<file path="src/rtl/pc_fetch_unit.sv">
// Program counter and instruction-fetch stage: holds PC, the instruction register
// and the 2-bit control state, and drives the instruction-memory address.
module pc_fetch_unit #(
   parameter logic [63:0] RESET_PC = 64'h0,
   parameter int unsigned PC_STEP  = 4
) (
   input  logic        clock,
   input  logic        reset_n,
   input  logic        stall,
   input  logic [1:0]  Psel,
   input  logic        PCsel,
   input  logic        EN_PC,
   input  logic [63:0] K,
   input  logic [63:0] A_in,
   input  logic [1:0]  nextState,
   input  logic [31:0] imem_data,
   output logic [63:0] pc,
   output logic [63:0] pc_link,
   output logic [63:0] pc_bus,
   output logic [31:0] instruction,
   output logic [1:0]  state,
   output logic        misaligned
);

   typedef enum logic [1:0] {
      ST_FETCH = 2'b00,
      ST_1     = 2'b01,
      ST_2     = 2'b10,
      ST_3     = 2'b11
   } ctrl_state_t;

   ctrl_state_t state_q;
   logic [63:0] step;
   logic [63:0] op;
   logic [63:0] pc_next;
   logic        load_misaligned;

   assign step    = 64'(PC_STEP);
   assign pc_link = pc + step;
   assign pc_bus  = EN_PC ? pc_link : '0;
   assign state   = state_q;

   always_comb begin
      op              = PCsel ? K : A_in;
      pc_next         = pc;
      load_misaligned = 1'b0;
      unique case (Psel)
         2'b00: pc_next = pc;
         2'b01: begin
            pc_next         = {op[63:2], 2'b00};
            load_misaligned = (op[1:0] != 2'b00);
         end
         2'b10: pc_next = pc_link;
         2'b11: pc_next = pc_link + {op[61:0], 2'b00};
      endcase
   end

   always_ff @(posedge clock or negedge reset_n) begin
      if (!reset_n) begin
         pc          <= RESET_PC;
         instruction <= '0;
         state_q     <= ST_FETCH;
         misaligned  <= 1'b0;
      end else if (!stall) begin
         pc      <= pc_next;
         state_q <= ctrl_state_t'(nextState);
         if (state_q == ST_FETCH)
            instruction <= imem_data;
         // sticky until reset; the masked load above still happens
         if (load_misaligned)
            misaligned <= 1'b1;
      end
   end

endmodule

</file>
<file path="config.mk">
export PLATFORM = sky130hd
export DESIGN_NAME = pc_fetch_unit
export DESIGN_NICKNAME = d
export VERILOG_FILES = /design/src/rtl/pc_fetch_unit.sv
export SDC_FILE = /design/constraint.sdc
export NUM_CORES = 1
export LEC_CHECK = 0
export CAP_MARGIN = 15
export CORE_MARGIN = 1
export CORE_UTILIZATION = 47
export CTS_CLUSTER_SIZE = 25
export DETAILED_ROUTE_END_ITERATION = 10
export GPL_ROUTABILITY_DRIVEN = 1
export PLACE_DENSITY_LB_ADDON = 0.08
export REMOVE_ABC_BUFFERS = 1
export SYNTH_ARGS = -nofsm -noshare
export SYNTH_HDL_FRONTEND = slang
export SYNTH_SLANG_ARGS = --single-unit
</file>
<file path="constraint.sdc">
create_clock -name clock -period 6.14 [get_ports clock]
set_input_delay 0.921 -clock clock [delete_from_list [all_inputs] [get_ports clock]]
set_output_delay 0.921 -clock clock [all_outputs]
set_load 0.02 [all_outputs]
</file>
== Word level (Yosys, flattened, before mapping) ==
Cells that the tools add are included.
Storage, ports and cells
  bits in registers: 99
  bits in latches: 0
  memory bits (writable): 0
  bits in read-only memories: 0
  bits of input ports: 169
  word-level logic and storage cells: 21
  memories kept: 0
Operators by class
  $add $sub $neg: 2
  $mul: 0
  divide/modulo/power cells: 0
  order comparisons: 0
  eq/ne operators: 3
  shift operators: 0
  mux-type cells: 4
  bitwise operators: 2
  reductions and logical operators: 6
Operators by type and width (count)
  64-bit one-hot mux with 3 select lines: 1
  64-bit 2-to-1 mux: 2
  64-bit by 3-bit adder with 64-bit output, second input constant: 1
  64-bit adder: 1
  2-bit AND reduction: 3
  2-bit == test, second input constant: 2
  2-bit logical NOT: 2
  2-bit by 1-bit == test with 1-bit output, second input constant: 1
  1-bit NOT: 2
  2-bit nonzero test: 1
  1-bit 2-to-1 mux: 1

== Depth between registers and ports, before layout ==
Gate-level depths: netlist of run 1.
  word-level depth: 4
  depth in mapped cells: 20
  mapped depth without buffers: 18

== Least setup slack after synthesis of run 1 ==
OpenSTA, ideal clock, no wires.
  path type: in2reg
  start: input PCsel
  end: register pc[62]
  library setup time: 131 ps
  arrival: 4884 ps
  required time: 6009 ps
  path slack: 1125 ps
  stages: 16
  buffers on the path: 4
  cells stage by stage: clkbuf_1 > clkbuf_1 > buf_1 > mux2_2 > ha_1 > clkbuf_1 > nand2_1 > nor3_1 > nand3_1 > o211a_1 > and3b_1 > o311a_1 > o41ai_2 > xor2_1 > a221oi_1 > o21ai_1
On the way
  longest elaborated chain between the ends: 3
Ends and longest elaborated chain
  start: declaration: line 11  | input logic PCsel,
  64-bit 2-to-1 mux *: line 44  | op = PCsel ? K : A_in;
  64-bit adder: line 54  | 2'b11: pc_next = pc_link + {op[61:0], 2'b00};
  64-bit one-hot mux with 3 select lines *: line 47  | unique case (Psel)
  end signal: assignment: line 65  | pc <= pc_next;
  end: declaration: line 17  | output logic [63:0] pc,
Every way passes the cells marked *; elsewhere a longest branch is shown, timed or not.
A chain may end at the register's enable or synchronous reset.

== Worst setup path in the final report of run 1 ==
  start: register pc[2]
  end: register pc[28]
On the way
  longest elaborated chain between the ends: 3
Ends and longest elaborated chain
  64-bit by 3-bit adder with 64-bit output *: line 39  | assign pc_link = pc + step;
  64-bit adder: line 54
  64-bit one-hot mux with 3 select lines *: line 47
Marked as above.

==> impl_metrics.csv, run 1 <==
group,metric,value,unit
drt,wl_per_cell,22.7,um
pwr,p_clk_share,10.3,%
setup_path,path_cells,"ha_1 -> nand4_1 -> nor2_1 -> and2_1 -> nand3_1 -> xor2_1 -> inv_1 -> ha_1 -> nand3_1 -> a21oi_1 -> a211oi_1 -> o31ai_2 -> a21oi_1 -> o21bai_1 -> a21oi_1 -> xor2_1 -> nor3_1 -> a221o_1",
status,status,"finished clean",
synthesis,synth_edf_count,0,
setup_path,crit_required,6390,ps
placement,place_congestion,1.01,
setup_path,cpMaxStageDelayCell,"nand4_1",
grt,grt_pass1_vias,12300,
sta,relSlewSlack,26.1,%
placement,dp.final_hpwl,35800,um
worst_hold_path,hold_depth,1,
worst_hold_path,hp-start,"misaligned",
setup_path,cp_top_family,"compound AO/OA/AOI/OAI gates",
pwr,p_sw_share,49.8,%
sta,fmax,183,MHz
synthesis,yosysTopAreaCellShare,21.8,%
sta,fin_skew,23.2,ps
die,die_h,156,um
worst_hold_path,min-delay-path-class,"reg -> reg",
setup_path,worstRegToRegCells,18,
cts,h-tree-depth,3,
synthesis,synthCells,1407,
synthesis,avgSynthCellArea,7.92,um2
synthesis,synth_seq_cells,97,
setup_path,critPathMaxStageDelay,470,ps
synthesis,netlist_top_cells_area,"dfrtp_1, mux2_2, ha_1",
synthesis,synth_flop_cell,"dfrtp_1",
setup_path,startpoint_type,"flip-flop",
pwr,seqPwrFrac,18.9,%
finish,synthToLayoutAreaGrowth,39.5,%
setup_path,crit_buf_inv,1,
drt,routed_via_density,6.13,
drt,drtAntennaViolNets,0,
sta,fin_crit,5450,ps
grt,grt_usage,37.7,%
pwr,internal_power,2.88,mW
cts,cts_tree,"yes",
cts,post_cts_buffers,0,
synthesis,syn-cell-area,11100,um2
cts,hold_buffers,0,
cts,cts-resized-gates,0,
setup_path,critPathKind,"reg -> reg",
synthesis,yosysSeqAreaShare,21.8,%
synthesis,synth_warnings,0,
grt,grt_overflow,0,
sta,rsz0062_at_grt,"false",
die,die_width,156,um
sta,slew_viol_final,0,
pwr,power.density,370,nW/um2
synthesis,synthDistinctLibCells,79,
pwr,switchingPower,2.86,mW
cts,cts_buffers,9,
grt,antenna_found_initial,1,
cts,clockRootBuffer,"clkbuf_16",
worst_hold_path,min_to,"misaligned",
pwr,total_power,5.74,mW
pwr,p_comb_share,70.8,%
sta,tightest_slew,1100,ps
cts,clock_latency,370,ps
setup_path,timing.rr.end,"pc[28]",
grt,grt_pass1_wl,70400,um
finish,drive_gt1_share,9.13,%
drt,drtPass1Iterations,7,
drt,totalWireLength,46900,um
drt,drc_errors,0,
sta,final_hold_viol_count,0,
pwr,cellLeakagePower,6.30,nW
finish,layout_commonest_cell,"clkdlybuf4s50_1",
setup_path,r2r_start,"pc[2]",
setup_path,critPathMostFrequentCell,"a21oi_1",
cts,clk_pin_slew,70,ps
synthesis,async_flop_share,100,%
sta,period_share,88.8,%
finish,layout_common_cells,"clkdlybuf4s50_1, nor2_1, a21oi_1",
grt,grt_max_degree,63,
synthesis,yosysTopAreaCell,"dfrtp_1",
finish,nets,1989,
placement,port_buffers,389,
setup_path,worstPathArrival,5700,ps
cts,cts.sinks,97,
drt,drt_iter0_drc,1209,
die,die_area,24300,um2
die,ioPinCount,396,
die,num_rows,55,
die,initial_core_util,48.6,%
setup_path,r2r_setup_slack,690,ps
sta,finalSetupViolCount,0,
drt,vias,12700,
finish,diodes,0,
pwr,ir_drop,0.000254,V
finish,fill_cells,1965,
cts,cts_buffer_depth,2,
setup_path,critPathCaptureType,"flip-flop",
setup_path,path_max_fanout,8,
job,maxCapViolCount,0,
sta,fin_tns_setup,0,ps
die,core_area,22900,um2
-- power by group through the flow --
stage,Sequential (mW),Combinational (mW),Clock [mW]
after global placement,1.07,3.97,0
after floorplan,1.26,2.21,0
after detailed placement,1.08,3.99,0
after CTS,1.08,4.01,0.597
final,1.09,4.07,0.594
after global routing,1.11,4.33,0.617
-- worst max path at each step --
stage,from,to,depth (start not counted)
after floorplan,pc[2],pc[62],17
after global placement,PCsel,pc[62],14
after detailed placement,pc[2],pc[62],17
after CTS,pc[2],pc[49],18
after global routing,pc[2],pc[61],18
final,pc[2],pc[28],18
-- flip-flops by register name (all words and copies together), names as in the netlist --
register,flops
state,2
misaligned,1
instruction,32
pc,62
-- cell type report --
class | count | area, um2 | area share (%)
Multi-Input combinational cell | 1171 | 8180 | 52.7
Timing Repair Buffer | 408 | 4030 | 25.9
Tap cell | 313 | 392 | 2.52
Clock buffer | 9 | 225 | 1.45
Sequential cell | 97 | 2430 | 15.6
Inverter | 60 | 225 | 1.45
Clock inverter | 7 | 62.6 | 0.403
-- synth_stat cells (23+ instances only) --
library cell	count
a21oi_1	115
nand3_1	38
xnor2_1	64
nor2b_1	37
nand4_1	38
clkbuf_1	68
ha_1	72
and2_1	41
mux2_2	95
inv_1	59
xor2_1	49
a21o_1	34
dfrtp_1	97
o21a_1	23
o21ai_0	93
nand2_1	97
nor2_1	126
-- layer usage --
metal	vias up	global-route usage (%)	part of all wire [%]	wire, um
met4	0	15.3	3.6	1670
met3	111	6.94	10	4730
met1	5989	48.6	40	19000
li1	5791	-	-	-
met2	759	62.0	46	21500
met5	-	0	0	0
-- cells by family after synthesis --
logic type / share of synthesized area [%]
compound gates: 24.7
xor+xnor: 8.89
fa+ha+maj: 8.27
buf+inv: 5.16
flops: 21.8
mux: 10.4
other cells: 0.0337
simple gates: 20.7
-- through the flow --
step	instance area, um2	setup slack, ps	util [%]	std cells	hold WS (ps)
6_report	15500	690	67.8	2065	478
2_1_floorplan	10800	1530	-	1328	565
3_5_place_dp	15200	880	66.5	2048	451
5_1_grt	15500	388	67.8	2065	503
3_3_place_gp	15200	1010	66.5	2048	439
4_1_cts	15500	873	67.7	2064	479
No activity file was read; power rests on OpenSTA's default activity.
==> inputs of run 2 (changes only) <==
--- a/config.mk
+++ b/config.mk
@@ -8,10 +8,10 @@
 export CAP_MARGIN = 15
 export CORE_MARGIN = 1
 export CORE_UTILIZATION = 47
-export CTS_CLUSTER_SIZE = 25
+export CTS_CLUSTER_SIZE = 8
 export DETAILED_ROUTE_END_ITERATION = 10
 export GPL_ROUTABILITY_DRIVEN = 1
-export PLACE_DENSITY_LB_ADDON = 0.08
+export PLACE_DENSITY = 0.83
 export REMOVE_ABC_BUFFERS = 1
 export SYNTH_ARGS = -nofsm -noshare
 export SYNTH_HDL_FRONTEND = slang
==> constraint.sdc (replaced) <==
create_clock -name clock -period 6.14 [get_ports clock]
set_input_delay 1.842 -clock clock [delete_from_list [all_inputs] [get_ports clock]]
set_output_delay 1.842 -clock clock [all_outputs]
set_load 0.02 [all_outputs]
==> impl_metrics.csv, run 2 (synthesis results as in run 1) <==
group,metric,value,unit
pwr,total_power,5.86,mW
setup_path,startpoint,"pc[7]",
pwr,power.density,374,nW/um2
finish,layout_common_cells,"clkdlybuf4s50_1, nor2_1, a21oi_1",
drt,vias,12800,
drt,drtPass1Iterations,5,
setup_path,startpoint_type,"flip-flop",
setup_path,worstPathArrival,4190,ps
die,die_h,156,um
finish,largest-register,"pc",
drt,drtAntennaViolNets,0,
sta,rsz0062_at_grt,"false",
pwr,ir_drop,0.000229,V
worst_hold_path,hp-start,"misaligned",
pwr,p_sw_share,49.6,%
sta,tightest_slew,1160,ps
cts,h-tree-depth,3,
cts,cts_buffer_depth,2,
setup_path,crit_required,4300,ps
cts,clock_latency,370,ps
grt,grt_overflow,0,
drt,routed_via_density,6.14,
pwr,cellLeakagePower,6.38,nW
die,core_area,22900,um2
sta,finalSetupViolCount,0,
pwr,switchingPower,2.91,mW
grt,antenna_found_initial,1,
placement,port_buffers,389,
placement,dp.final_hpwl,38100,um
die,num_rows,55,
sta,fmax,166,MHz
setup_path,timing.rr.end,"pc[63]",
drt,drt_iter0_drc,1241,
worst_hold_path,min_to,"misaligned",
grt,grt_max_degree,60,
finish,nets,2003,
drt,drc_errors,0,
grt,grt_pass1_vias,12400,
sta,fin_crit,6030,ps
cts,cts_buffers,9,
placement,dp_cells,2063,
sta,final_hold_viol_count,0,
finish,post-route-util,68.3,%
sta,relSlewSlack,22.0,%
placement,dp_slack,221,ps
cts,clk_pin_slew,80,ps
finish,drive_gt1_share,9.91,%
sta,fin_tns_setup,0,ps
sta,period_share,98.2,%
setup_path,r2r_start,"pc[2]",
finish,final_cells,2079,
setup_path,critPathKind,"reg -> out",
pwr,internal_power,2.95,mW
pwr,p_comb_share,70.2,%
sta,layout_setup_ws,108,ps
grt,grt_pass1_wl,72500,um
drt,totalWireLength,48400,um
job,maxCapViolCount,0,
cts,cts_tree,"yes",
setup_path,critPathCaptureType,"output port",
setup_path,worstRegToRegCells,18,
finish,layout_commonest_cell,"clkdlybuf4s50_1",
finish,diodes,0,
placement,place_congestion,1.00,
setup_path,r2r_setup_slack,350,ps
die,die_area,24300,um2
finish,synthToLayoutAreaGrowth,40.6,%
sta,slew_viol_final,0,
worst_hold_path,min-delay-path-class,"reg -> reg",
setup_path,path_max_fanout,8,
die,ioPinCount,396,
pwr,p_clk_share,11.1,%
sta,fin_skew,12.8,ps
grt,grt_usage,39.2,%
die,die_width,156,um
cts,clockRootBuffer,"clkbuf_16",
die,initial_core_util,48.6,%
status,status,"finished clean",
worst_hold_path,hold_depth,1,
drt,wl_per_cell,23.3,um
cts,cts.sinks,97,
finish,largest_reg_flops,62,
pwr,seqPwrFrac,18.7,%
[run 2: cell types whose count changed in the layout (fill, tap and decap cells not counted), sizes merged]
cell and delta:
bufinv +1, inv +1, clkinvlp -2, buf +14
[run 2: layer usage]
metal	wire, um	global-route usage (%)	vias to the layer above
met1	20100	53.1	6065
met2	21500	60.9	781
li1	-	-	5790
met5	0	0	-
met4	1700	14.8	0
met3	5110	8.67	126
[run 2: cell type report]
class / instances / area, um2
tap: 313 / 392
clock inverter: 7 / 93.8
sequential: 97 / 2430
multi-input combinational: 1171 / 8180
inverter: 60 / 225
fill: 1913 / 7260
clock buffer: 9 / 225
timing repair buffer: 422 / 4120
[run 2: worst max path at each step]
stage                       endpoint  cells past startpoint
after floorplan           pc_bus[60]                      9
after global placement        pc[63]                     14
after detailed placement      pc[63]                     14
after CTS                 pc_bus[63]                      9
after global routing      pc_bus[60]                     11
final                     pc_bus[63]                      9
[run 2: power groups by stage]
stage	clock (mW)	combinational, mW	sequential (mW)
2_1_floorplan	0	2.21	1.26
3_3_place_gp	0	4.02	1.08
3_5_place_dp	0	4.03	1.09
4_1_cts	0.656	4.05	1.08
5_1_grt	0.675	4.37	1.12
6_report	0.651	4.11	1.09
[run 2: repair_timing]
item,CTS,global route
gates resized for setup,0,1
buffers inserted,0,0
setup endpoints to repair,0,2
hold endpoints to repair,0,0
hold buffers,0,0
[run 2: stage by stage]
stage	area [um2]	hold slack, ps
final	15700	470
after floorplan	10800	565
after global placement	15300	437
after CTS	15700	475
after global routing	15700	495
after detailed placement	15300	448
[run 2: critical path: stages (launching register included)]
cell	delay (ps)
dfrtp_1	490
nand4_1	380
nor3_4	340
nand3_4	230
nor3_4	480
nor3b_4	420
or3b_1	400
xor2_1	310
and2b_1	230
clkdlybuf4s50_1	530
==> inputs of run 3 (changes only) <==
--- a/config.mk
+++ b/config.mk
@@ -5,14 +5,13 @@
 export SDC_FILE = /design/constraint.sdc
 export NUM_CORES = 1
 export LEC_CHECK = 0
-export CAP_MARGIN = 15
+export CAP_MARGIN = 30
 export CORE_MARGIN = 1
 export CORE_UTILIZATION = 47
 export CTS_CLUSTER_SIZE = 8
 export DETAILED_ROUTE_END_ITERATION = 10
 export GPL_ROUTABILITY_DRIVEN = 1
 export PLACE_DENSITY = 0.83
-export REMOVE_ABC_BUFFERS = 1
 export SYNTH_ARGS = -nofsm -noshare
 export SYNTH_HDL_FRONTEND = slang
 export SYNTH_SLANG_ARGS = --single-unit
==> constraint.sdc (replaced) <==
create_clock -name clock -period 6 [get_ports clock]
set_input_delay 1.8 -clock clock [delete_from_list [all_inputs] [get_ports clock]]
set_output_delay 1.8 -clock clock [all_outputs]
set_load 0.02 [all_outputs]
==> impl_metrics.csv, run 3 (synthesis results as in run 1) <==
group,metric,value,unit
placement,place_area,15300,um2
drt,drt_iter0_drc,1051,
sta,relSlewSlack,36.2,%
pwr,cellLeakagePower,6.36,nW
setup_path,crit_buf_inv,2,
sta,fin_crit,5870,ps
sta,tightest_slew,957,ps
cts,cts-resized-gates,0,
sta,final_hold_viol_count,0,
sta,fmax,170,MHz
drt,met2_wirelength,21600,um
setup_path,critPathKind,"reg -> out",
cts,clock_latency,370,ps
setup_path,path_max_fanout,7,
setup_path,crit_required,4200,ps
finish,layout_commonest_cell,"clkdlybuf4s50_1",
worst_hold_path,hold_depth,1,
sta,rsz0062_at_grt,"false",
finish,drive_gt1_share,9.81,%
grt,grt_pass1_vias,12900,
die,num_rows,55,
setup_path,worstPathArrival,4070,ps
placement,port_buffers,389,
setup_path,r2r_start,"pc[2]",
finish,nets,2000,
cts,hold_buffers,0,
cts,clk_pin_slew,80,ps
setup_path,critPathCaptureType,"output port",
die,die_area,24300,um2
status,status,"finished clean",
drt,drtAntennaViolNets,0,
die,ioPinCount,396,
finish,post-route-util,68.2,%
drt,wl_met1,17700,um
sta,slew_viol_final,0,
sta,period_share,97.8,%
sta,finalSetupViolCount,0,
setup_path,path_cells,"nand4_1 -> nor3_4 -> nand2_1 -> nor4_1 -> buf_4 -> nand3_1 -> nor2_1 -> nand4_1 -> xnor2_2 -> and2_1 -> clkdlybuf4s50_1",
placement,dp.final_hpwl,36100,um
setup_path,worstRegToRegCells,19,
cts,cts_buffers,9,
drt,routed_via_density,6.16,
drt,vias,12800,
pwr,power.density,378,nW/um2
finish,layout_common_cells,"clkdlybuf4s50_1, nor2_1, a21oi_1",
finish,fin_area,15600,um2
finish,fill_cells,1939,
drt,drc_errors,0,
finish,synthToLayoutAreaGrowth,40.2,%
cts,cts.sinks,97,
worst_hold_path,min-delay-path-class,"reg -> reg",
job,maxCapViolCount,0,
cts,cts_tree,"yes",
finish,largest-register,"pc",
setup_path,startpoint_type,"flip-flop",
worst_hold_path,hp-start,"misaligned",
setup_path,cp_top_family,"simple AND/OR/NAND/NOR gates",
drt,wl_per_cell,22.2,um
die,die_width,156,um
finish,multi_input_comb_area,8180,um2
die,core_area,22900,um2
setup_path,r2r_setup_slack,300,ps
cts,post_cts_buffers,0,
grt,grt_max_degree,55,
grt,grt_usage,37.4,%
die,die_h,156,um
sta,fin_tns_setup,0,ps
placement,dp_cells,2060,
cts,h-tree-depth,3,
cts,clockRootBuffer,"clkbuf_16",
setup_path,cpMaxStageDelayCell,"clkdlybuf4s50_1",
drt,totalWireLength,46000,um
drt,drtPass1Iterations,5,
finish,regArea,2430,um2
finish,largest_reg_flops,62,
setup_path,path_depth,11,
cts,cts_buffer_depth,2,
sta,fin_skew,10.6,ps
finish,diodes,0,
grt,antenna_found_initial,0,
setup_path,startpoint,"pc[7]",
setup_path,critPathMostFrequentCell,"nand4_1",
placement,place_congestion,1.01,
pwr,total_power,5.90,mW
finish,final_cells,2076,
pwr,ir_drop,0.000218,V
die,initial_core_util,48.6,%
drt,top_layer,"met4",
setup_path,critPathMaxStageDelay,610,ps
grt,grt_pass1_wl,70200,um
grt,grt_overflow,0,
drt,met3_wirelength,4330,um
-- run 3: per-layer routing --
layer,global-route usage (%),up-vias
li1,-,5799
met1,44.4,6037
met2,63.0,781
met3,7.25,162
met4,21.4,0
met5,0,-
-- run 3: stage by stage --
stage | worst slack [ps] | hold WS [ps]
floorplan | 106 | 565
CTS | 170 | 467
global route | 17.3 | 483
global placement | 377 | 440
detailed placement | 225 | 448
finish | 131 | 464
-- run 3: path summary, 6_finish.rpt --
check,to
max,pc_bus[60]
min,misaligned
max reg2reg,pc[49]
min reg2reg,misaligned
max in group asynchronous,pc[26]
min in group asynchronous,state[0]
-- run 3: worst reg2reg max path, cell delays in order, from the launching register on --
cell and delay, ps:
dfrtp_1 550, ha_1 270, nand4_1 370, buf_4 350, nor2_1 200, and2_1 350, nand3_1 130, xor2_1 250
inv_1 130, ha_1 400, a21o_1 240, a21bo_1 240, a221o_1 350, a2111oi_2 420, o21ai_1 220, a21oi_2 270
nor2_1 140, a311oi_2 320, xnor2_1 200, o221ai_1 160
-- run 3: layout make-up --
class	count	area share [%]
Sequential cell	97	15.5
Clock buffer	9	1.44
Timing Repair Buffer	419	26.3
Inverter	60	1.44
Tap cell	313	2.51
Multi-Input combinational cell	1171	52.4
Clock inverter	7	0.393
-- run 3: power by group --
group          total, mW  internal, mW  switching, mW
Combinational       4.18          1.83           2.35
Clock              0.610         0.291          0.319
Sequential          1.12         0.841          0.275
